**src/rtl/cp0_unit_if.sv**
```systemverilog
// cp0_unit_if: M-stage <-> CP0 signal bundle.
//   master : pipeline side (drives M-stage instruction info, reads CP0 results)
//   slave  : cp0_unit side
// Signals:
//   m_valid, pc_m, bd_m, exc_valid, exc_code_in, eret_m, we, addr, wdata, hwint
//     -> M-stage instruction, exception, mtc0/mfc0 and interrupt inputs
//   rdata, req, handler_pc, epc_out, exl_out
//     -> mfc0 data, flush request, handler entry, EPC for eret, SR.EXL
interface cp0_unit_if;
  logic        m_valid;
  logic [31:0] pc_m;
  logic        bd_m;
  logic        exc_valid;
  logic [4:0]  exc_code_in;
  logic        eret_m;
  logic        we;
  logic [4:0]  addr;
  logic [31:0] wdata;
  logic [5:0]  hwint;
  logic [31:0] rdata;
  logic        req;
  logic [31:0] handler_pc;
  logic [31:0] epc_out;
  logic        exl_out;

  modport master (
    output m_valid, pc_m, bd_m, exc_valid, exc_code_in, eret_m, we, addr, wdata, hwint,
    input  rdata, req, handler_pc, epc_out, exl_out
  );

  modport slave (
    input  m_valid, pc_m, bd_m, exc_valid, exc_code_in, eret_m, we, addr, wdata, hwint,
    output rdata, req, handler_pc, epc_out, exl_out
  );
endinterface

```
**src/rtl/cp0_unit.sv**
```systemverilog
// cp0_unit: coprocessor 0 resident in the M stage of the pipelined MIPS core.
// Decides exception/interrupt flushes, holds SR/Cause/EPC/PRId, serves mfc0
// data and provides EPC for eret.
// Ports:
//   clk    : clock
//   reset  : synchronous, active-high reset
//   cp0    : cp0_unit_if.slave bundle (M-stage inputs, rdata/req/handler_pc/
//            epc_out/exl_out outputs)
// Build option:
//   CP0_COUNT_EN : adds the free-running Count register (CP0 reg 9).
module cp0_unit #(
  parameter logic [31:0] HANDLER_PC = 32'h0000_4180,
  parameter logic [31:0] PRID_VAL   = 32'h2020_0712
) (
  input logic       clk,
  input logic       reset,
  cp0_unit_if.slave cp0
);

  logic [5:0]  im_q, im_d;
  logic        exl_q, exl_d;
  logic        ie_q, ie_d;
  logic        bd_q, bd_d;
  logic [5:0]  ip_q, ip_d;
  logic [4:0]  exc_code_q, exc_code_d;
  logic [31:0] epc_q, epc_d;
`ifdef CP0_COUNT_EN
  logic [31:0] count_q, count_d;
`endif

  logic        int_req;
  logic        exc_req;
  logic        req;
  logic [31:0] sr_val;
  logic [31:0] cause_val;

  assign sr_val    = {16'h0, im_q, 8'h0, exl_q, ie_q};
  assign cause_val = {bd_q, 15'h0, ip_q, 3'b000, exc_code_q, 2'b00};

  always_comb begin
    int_req = cp0.m_valid & ie_q & ~exl_q & (|(cp0.hwint & im_q));
    exc_req = cp0.m_valid & cp0.exc_valid & ~exl_q;
    req     = int_req | exc_req;
  end

  always_comb begin
    im_d       = im_q;
    exl_d      = exl_q;
    ie_d       = ie_q;
    bd_d       = bd_q;
    exc_code_d = exc_code_q;
    epc_d      = epc_q;
    // IP samples the lines every cycle regardless of EXL.
    ip_d       = cp0.hwint;
`ifdef CP0_COUNT_EN
    count_d    = count_q + 32'd1;
`endif
    if (req) begin
      // A flushing instruction's mtc0/eret never take effect.
      exl_d      = 1'b1;
      exc_code_d = int_req ? 5'd0 : cp0.exc_code_in;
      bd_d       = cp0.bd_m;
      epc_d      = cp0.bd_m ? (cp0.pc_m - 32'd4) : cp0.pc_m;
    end else if (cp0.eret_m && cp0.m_valid) begin
      exl_d = 1'b0;
    end else if (cp0.we && cp0.m_valid) begin
      case (cp0.addr)
        5'd12: begin
          im_d  = cp0.wdata[15:10];
          exl_d = cp0.wdata[1];
          ie_d  = cp0.wdata[0];
        end
        5'd14: epc_d = cp0.wdata;
`ifdef CP0_COUNT_EN
        5'd9:  count_d = cp0.wdata;
`endif
        default: ;
      endcase
    end
  end

  always_ff @(posedge clk) begin
    if (reset) begin
      im_q       <= '0;
      exl_q      <= 1'b0;
      ie_q       <= 1'b0;
      bd_q       <= 1'b0;
      ip_q       <= '0;
      exc_code_q <= '0;
      epc_q      <= '0;
`ifdef CP0_COUNT_EN
      count_q    <= '0;
`endif
    end else begin
      im_q       <= im_d;
      exl_q      <= exl_d;
      ie_q       <= ie_d;
      bd_q       <= bd_d;
      ip_q       <= ip_d;
      exc_code_q <= exc_code_d;
      epc_q      <= epc_d;
`ifdef CP0_COUNT_EN
      count_q    <= count_d;
`endif
    end
  end

  always_comb begin
    case (cp0.addr)
      5'd12:   cp0.rdata = sr_val;
      5'd13:   cp0.rdata = cause_val;
      5'd14:   cp0.rdata = epc_q;
      5'd15:   cp0.rdata = PRID_VAL;
`ifdef CP0_COUNT_EN
      5'd9:    cp0.rdata = count_q;
`endif
      default: cp0.rdata = 32'h0;
    endcase
  end

  assign cp0.req        = req;
  assign cp0.handler_pc = HANDLER_PC;
  assign cp0.epc_out    = epc_q;
  assign cp0.exl_out    = exl_q;

endmodule

```
**src/flat_wrapper.sv**
```systemverilog
// flat-port wrapper written by rule: the top's interface ports become plain ports
module cp0_unit_flat 
#(
  parameter logic [31:0] HANDLER_PC = 32'h0000_4180,
  parameter logic [31:0] PRID_VAL   = 32'h2020_0712
)
  (clk, reset, cp0_m_valid, cp0_pc_m, cp0_bd_m, cp0_exc_valid, cp0_exc_code_in, cp0_eret_m, cp0_we, cp0_addr, cp0_wdata, cp0_hwint, cp0_rdata, cp0_req, cp0_handler_pc, cp0_epc_out, cp0_exl_out);
  cp0_unit_if cp0_i ();
  input logic clk;
  input logic reset;
  input wire logic [$bits(cp0_i.m_valid)-1:0] cp0_m_valid;
  input wire logic [$bits(cp0_i.pc_m)-1:0] cp0_pc_m;
  input wire logic [$bits(cp0_i.bd_m)-1:0] cp0_bd_m;
  input wire logic [$bits(cp0_i.exc_valid)-1:0] cp0_exc_valid;
  input wire logic [$bits(cp0_i.exc_code_in)-1:0] cp0_exc_code_in;
  input wire logic [$bits(cp0_i.eret_m)-1:0] cp0_eret_m;
  input wire logic [$bits(cp0_i.we)-1:0] cp0_we;
  input wire logic [$bits(cp0_i.addr)-1:0] cp0_addr;
  input wire logic [$bits(cp0_i.wdata)-1:0] cp0_wdata;
  input wire logic [$bits(cp0_i.hwint)-1:0] cp0_hwint;
  output wire logic [$bits(cp0_i.rdata)-1:0] cp0_rdata;
  output wire logic [$bits(cp0_i.req)-1:0] cp0_req;
  output wire logic [$bits(cp0_i.handler_pc)-1:0] cp0_handler_pc;
  output wire logic [$bits(cp0_i.epc_out)-1:0] cp0_epc_out;
  output wire logic [$bits(cp0_i.exl_out)-1:0] cp0_exl_out;
  assign cp0_i.m_valid = cp0_m_valid;
  assign cp0_i.pc_m = cp0_pc_m;
  assign cp0_i.bd_m = cp0_bd_m;
  assign cp0_i.exc_valid = cp0_exc_valid;
  assign cp0_i.exc_code_in = cp0_exc_code_in;
  assign cp0_i.eret_m = cp0_eret_m;
  assign cp0_i.we = cp0_we;
  assign cp0_i.addr = cp0_addr;
  assign cp0_i.wdata = cp0_wdata;
  assign cp0_i.hwint = cp0_hwint;
  assign cp0_rdata = cp0_i.rdata;
  assign cp0_req = cp0_i.req;
  assign cp0_handler_pc = cp0_i.handler_pc;
  assign cp0_epc_out = cp0_i.epc_out;
  assign cp0_exl_out = cp0_i.exl_out;
  cp0_unit #(.HANDLER_PC(HANDLER_PC), .PRID_VAL(PRID_VAL)) u_core (.clk(clk), .reset(reset), .cp0(cp0_i));
endmodule
```
**config.mk**
```make
export PLATFORM = sky130hd
export DESIGN_NAME = cp0_unit_flat
export DESIGN_NICKNAME = d
export VERILOG_FILES = /design/src/rtl/cp0_unit_if.sv /design/src/rtl/cp0_unit.sv /design/src/flat_wrapper.sv
export SDC_FILE = /design/constraint.sdc
export NUM_CORES = 1
export LEC_CHECK = 0
export ABC_AREA = 1
export CAP_MARGIN = 15
export CORE_ASPECT_RATIO = 0.8
export CORE_UTILIZATION = 43
export CTS_BUF_LIST = sky130_fd_sc_hd__clkbuf_8
export CTS_CLUSTER_DIAMETER = 150
export DETAILED_ROUTE_END_ITERATION = 16
export PLACE_DENSITY = 0.84
export SLEW_MARGIN = 25
export SYNTH_ARGS = -nofsm -noshare
export SYNTH_HDL_FRONTEND = slang
export SYNTH_SLANG_ARGS = --single-unit
```
**constraint.sdc**
```tcl
create_clock -name clk -period 2.2 [get_ports clk]
set_input_delay 0.66 -clock clk [delete_from_list [all_inputs] [get_ports clk]]
set_output_delay 0.66 -clock clk [all_outputs]
set_load 0.02 [all_outputs]
```
==> results.yml <==
floorplan:
  row_count: 30
  coreArea_um2: 8560
  die_h_um: 86.5
  die_w_um: 108
  die_area_um2: 9300
  start_util_pct: 44.8
  io_pins: 185
placement:
  place_congestion: 0.889
  placed_cells: 924
  dp_hpwl_mm: 10.8
  portBuffers: 152
  post-place-ws_ps: -1010
grt:
  track_usage_pct: 29.3
  grt.busiest_layer: "met2"
  met2_usage_pct: 47.4
  grt_pass1_wl_mm: 21.4
  use_met3_pct: 5.71
  grt_pass1_vias: 4292
  grt_use_met1_pct: 40.7
  antenna_found_initial: 0
  grt_max_degree: 40
  overflow: 0
synth:
  synth_edf_count: 0
  seq_area_frac_synth_pct: 27.1
  yosys_warnings: 0
  synth_top_area_share_pct: 27.1
  synthDistinctLibCells: 42
  synth_area_leaders: "dfxtp_1 27%, nand2_1 16%, nor2_1 8.8%"
  syn_inst: 624
  synthTopCellsByCount: "168 x nand2_1, 90 x nor2_1, 72 x inv_1"
  syn_area_per_cell_um2: 6.15
  synth.most_common_cell: "nand2_1"
  synth_top_cell_by_area: "dfxtp_1"
  ys_ff_latch: 52
  dominantRegCellSynth: "dfxtp_1"
  async_reset_ff_share_pct: 0
  syn-cell-area_um2: 3830
sta:
  rsz0062_at_grt: "true"
  max_clock_freq_mhz: 446
  fin_worst_skew_ps: 13.3
  setup_viol: 7
  hold_viol_final: 0
  finalCritPeriodShare_pct: 102
  fin_setup_tns_ps: -109
  setup_ws_ps: -43.7
  post-route-min-period_ps: 2240
  finalMaxSlewViolations: 0
finish:
  drive_gt1_share_pct: 22.2
  regArea_um2: 1040
  multi_input_area_um2: 2340
  stdcell_count: 938
  final_util_pct: 69.7
  syn_to_final_growth_pct: 55.6
  antennaDiodeCount: 0
  fillers: 747
  final_net_count: 913
routing:
  first_iter_violations: 273
  drc: 0
  vias: 4593
  ant_nets: 0
  wirelength_mm: 13.6
  wire_per_inst_um: 14.5
  via_per_inst: 4.90
  drt-pass1-iter-count: 5
worst_setup_path:
  critical_path_arrival_ps: 1580
  rr_startpoint: "u_core.im_q[2]"
  r2r-end: "u_core.im_q[4]"
  crit_end: "cp0_rdata[1]"
  cp-start-kind: "input pin"
  end_kind: "primary output"
  crit_type: "in -> out"
  r2r_cells: 12
  required_ps: 1540
  cp_max_fo: 6
  startpoint: "cp0_addr[3]"
  ff2ff_setup_slack_ps: 350
cts:
  path_clk_slew_ps: 110
  numCtsBuffers: 5
  clock_path_buffers: 2
  clk_latency_ps: 310
  htreeDepth: 2
  tritoncts: "built"
  clock-root-buffer: "clkbuf_8"
  cts_sinks: 52
job:
  drv_cap: 0
outcome:
  violations: "setup timing"
  outcome: "finished, violations left"
power_and_ir_drop:
  leakage_nw: 2.64
  p_per_area_nw_per_um2: 395
  peakVddDrop_mv: 0.290
  finalPower_w: 0.00236
worst_hold_path:
  hold_class: "reg -> reg"
  hold_depth: 2
==> metal layers <==
layer  routed length [um]  part of all wire, %
met5                    0                    0
met4                  146                  1.1
met3                 1060                  7.8
met2                 6290                   46
met1                 6140                   45
==> worst min path at each step <==
stage / start / to / slack (ps)
floorplan: u_core.exc_code_q[0] / u_core.exc_code_q[0] / 430
global placement: u_core.exc_code_q[1] / u_core.exc_code_q[1] / 440
detailed placement: u_core.exc_code_q[1] / u_core.exc_code_q[1] / 450
CTS: u_core.exc_code_q[1] / u_core.exc_code_q[1] / 460
global route: u_core.exc_code_q[1] / u_core.exc_code_q[1] / 490
finish: u_core.exc_code_q[1] / u_core.exc_code_q[1] / 460
==> final cells by class <==
class,instances,area share (%)
inverter,81,5.37
tap,112,2.35
clock buffer,5,1.15
timing repair buffer,219,34.0
clock inverter,3,0.356
sequential,52,17.4
multi-input combinational,466,39.3
==> cell usage in the layout, fill, tap and decap left out, drive strengths merged <==
cell type	n
nor2	103
clkinv	2
dlymetal6s2s	2
clkbuf	7
o221ai	5
o2111ai	1
clkdlybuf4s15	3
conb	32
o21bai	3
nor3	2
o211ai	2
xor2	7
o21ai	50
a21o	1
ha	1
or2	2
clkinvlp	1
nand3	29
a21oi	29
a31oi	2
a22o	1
o22ai	1
nand2	177
dlygate4sd2	1
buf	106
o21a	1
nand4	6
a211oi	6
xnor2	4
o311ai	1
inv	81
dfxtp	52
clkdlybuf4s50	105
==> power breakdown <==
part / internal (W) / switching (W) / total, W
Combinational: 0.000357 / 0.000406 / 0.000763
Sequential: 0.000998 / 0.0000382 / 0.00104
Clock: 0.000227 / 0.000332 / 0.000559
==> timing repair <==
item | 4_1_cts | 5_1_grt
hold buffers | 0 | 0
resized for setup | 211 | 60
setup buffers | 4 | 2
endpoints found under the setup margin | 73 | 50
pin swaps | 13 | 17
==> flip-flops by register name (all words and copies together) (netlist names) <==
signal              count
u_core.ip_q             6
u_core.bd_q             1
u_core.im_q             6
u_core.cp0.epc_out     32
u_core.exc_code_q       5
u_core.ie_q             1
u_core.cp0.exl_out      1
==> per-stage QoR <==
stage | cell area [um2] | hold slack [ps]
floorplan | 3950 | 432
global placement | 5710 | 443
detailed placement | 5710 | 446
CTS | 5810 | 464
global route | 5970 | 486
finish | 5970 | 465
==> worst max-delay path: stages <==
cell and delay (ps):
buf_8 70, nand2_4 60, nor2_4 160, nand2_8 120, buf_6 160, o221ai_4 190
buf_6 150
==> logic make-up (layout without fill, tap and decap cells) <==
family / Yosys count / in the layout / share of synthesized area (%)
flip-flops: 52 / 52 / 27.1
adder cells (fa/ha/maj): 1 / 1 / 0.326
XOR/XNOR: 11 / 11 / 2.51
AND/OR/NAND/NOR: 319 / 319 / 35.8
other: 2 / 32 / 0.196
buffers and inverters: 136 / 308 / 18.3
AO/OA/AOI/OAI: 103 / 103 / 15.8
Power figures use the tool's default switching activity.
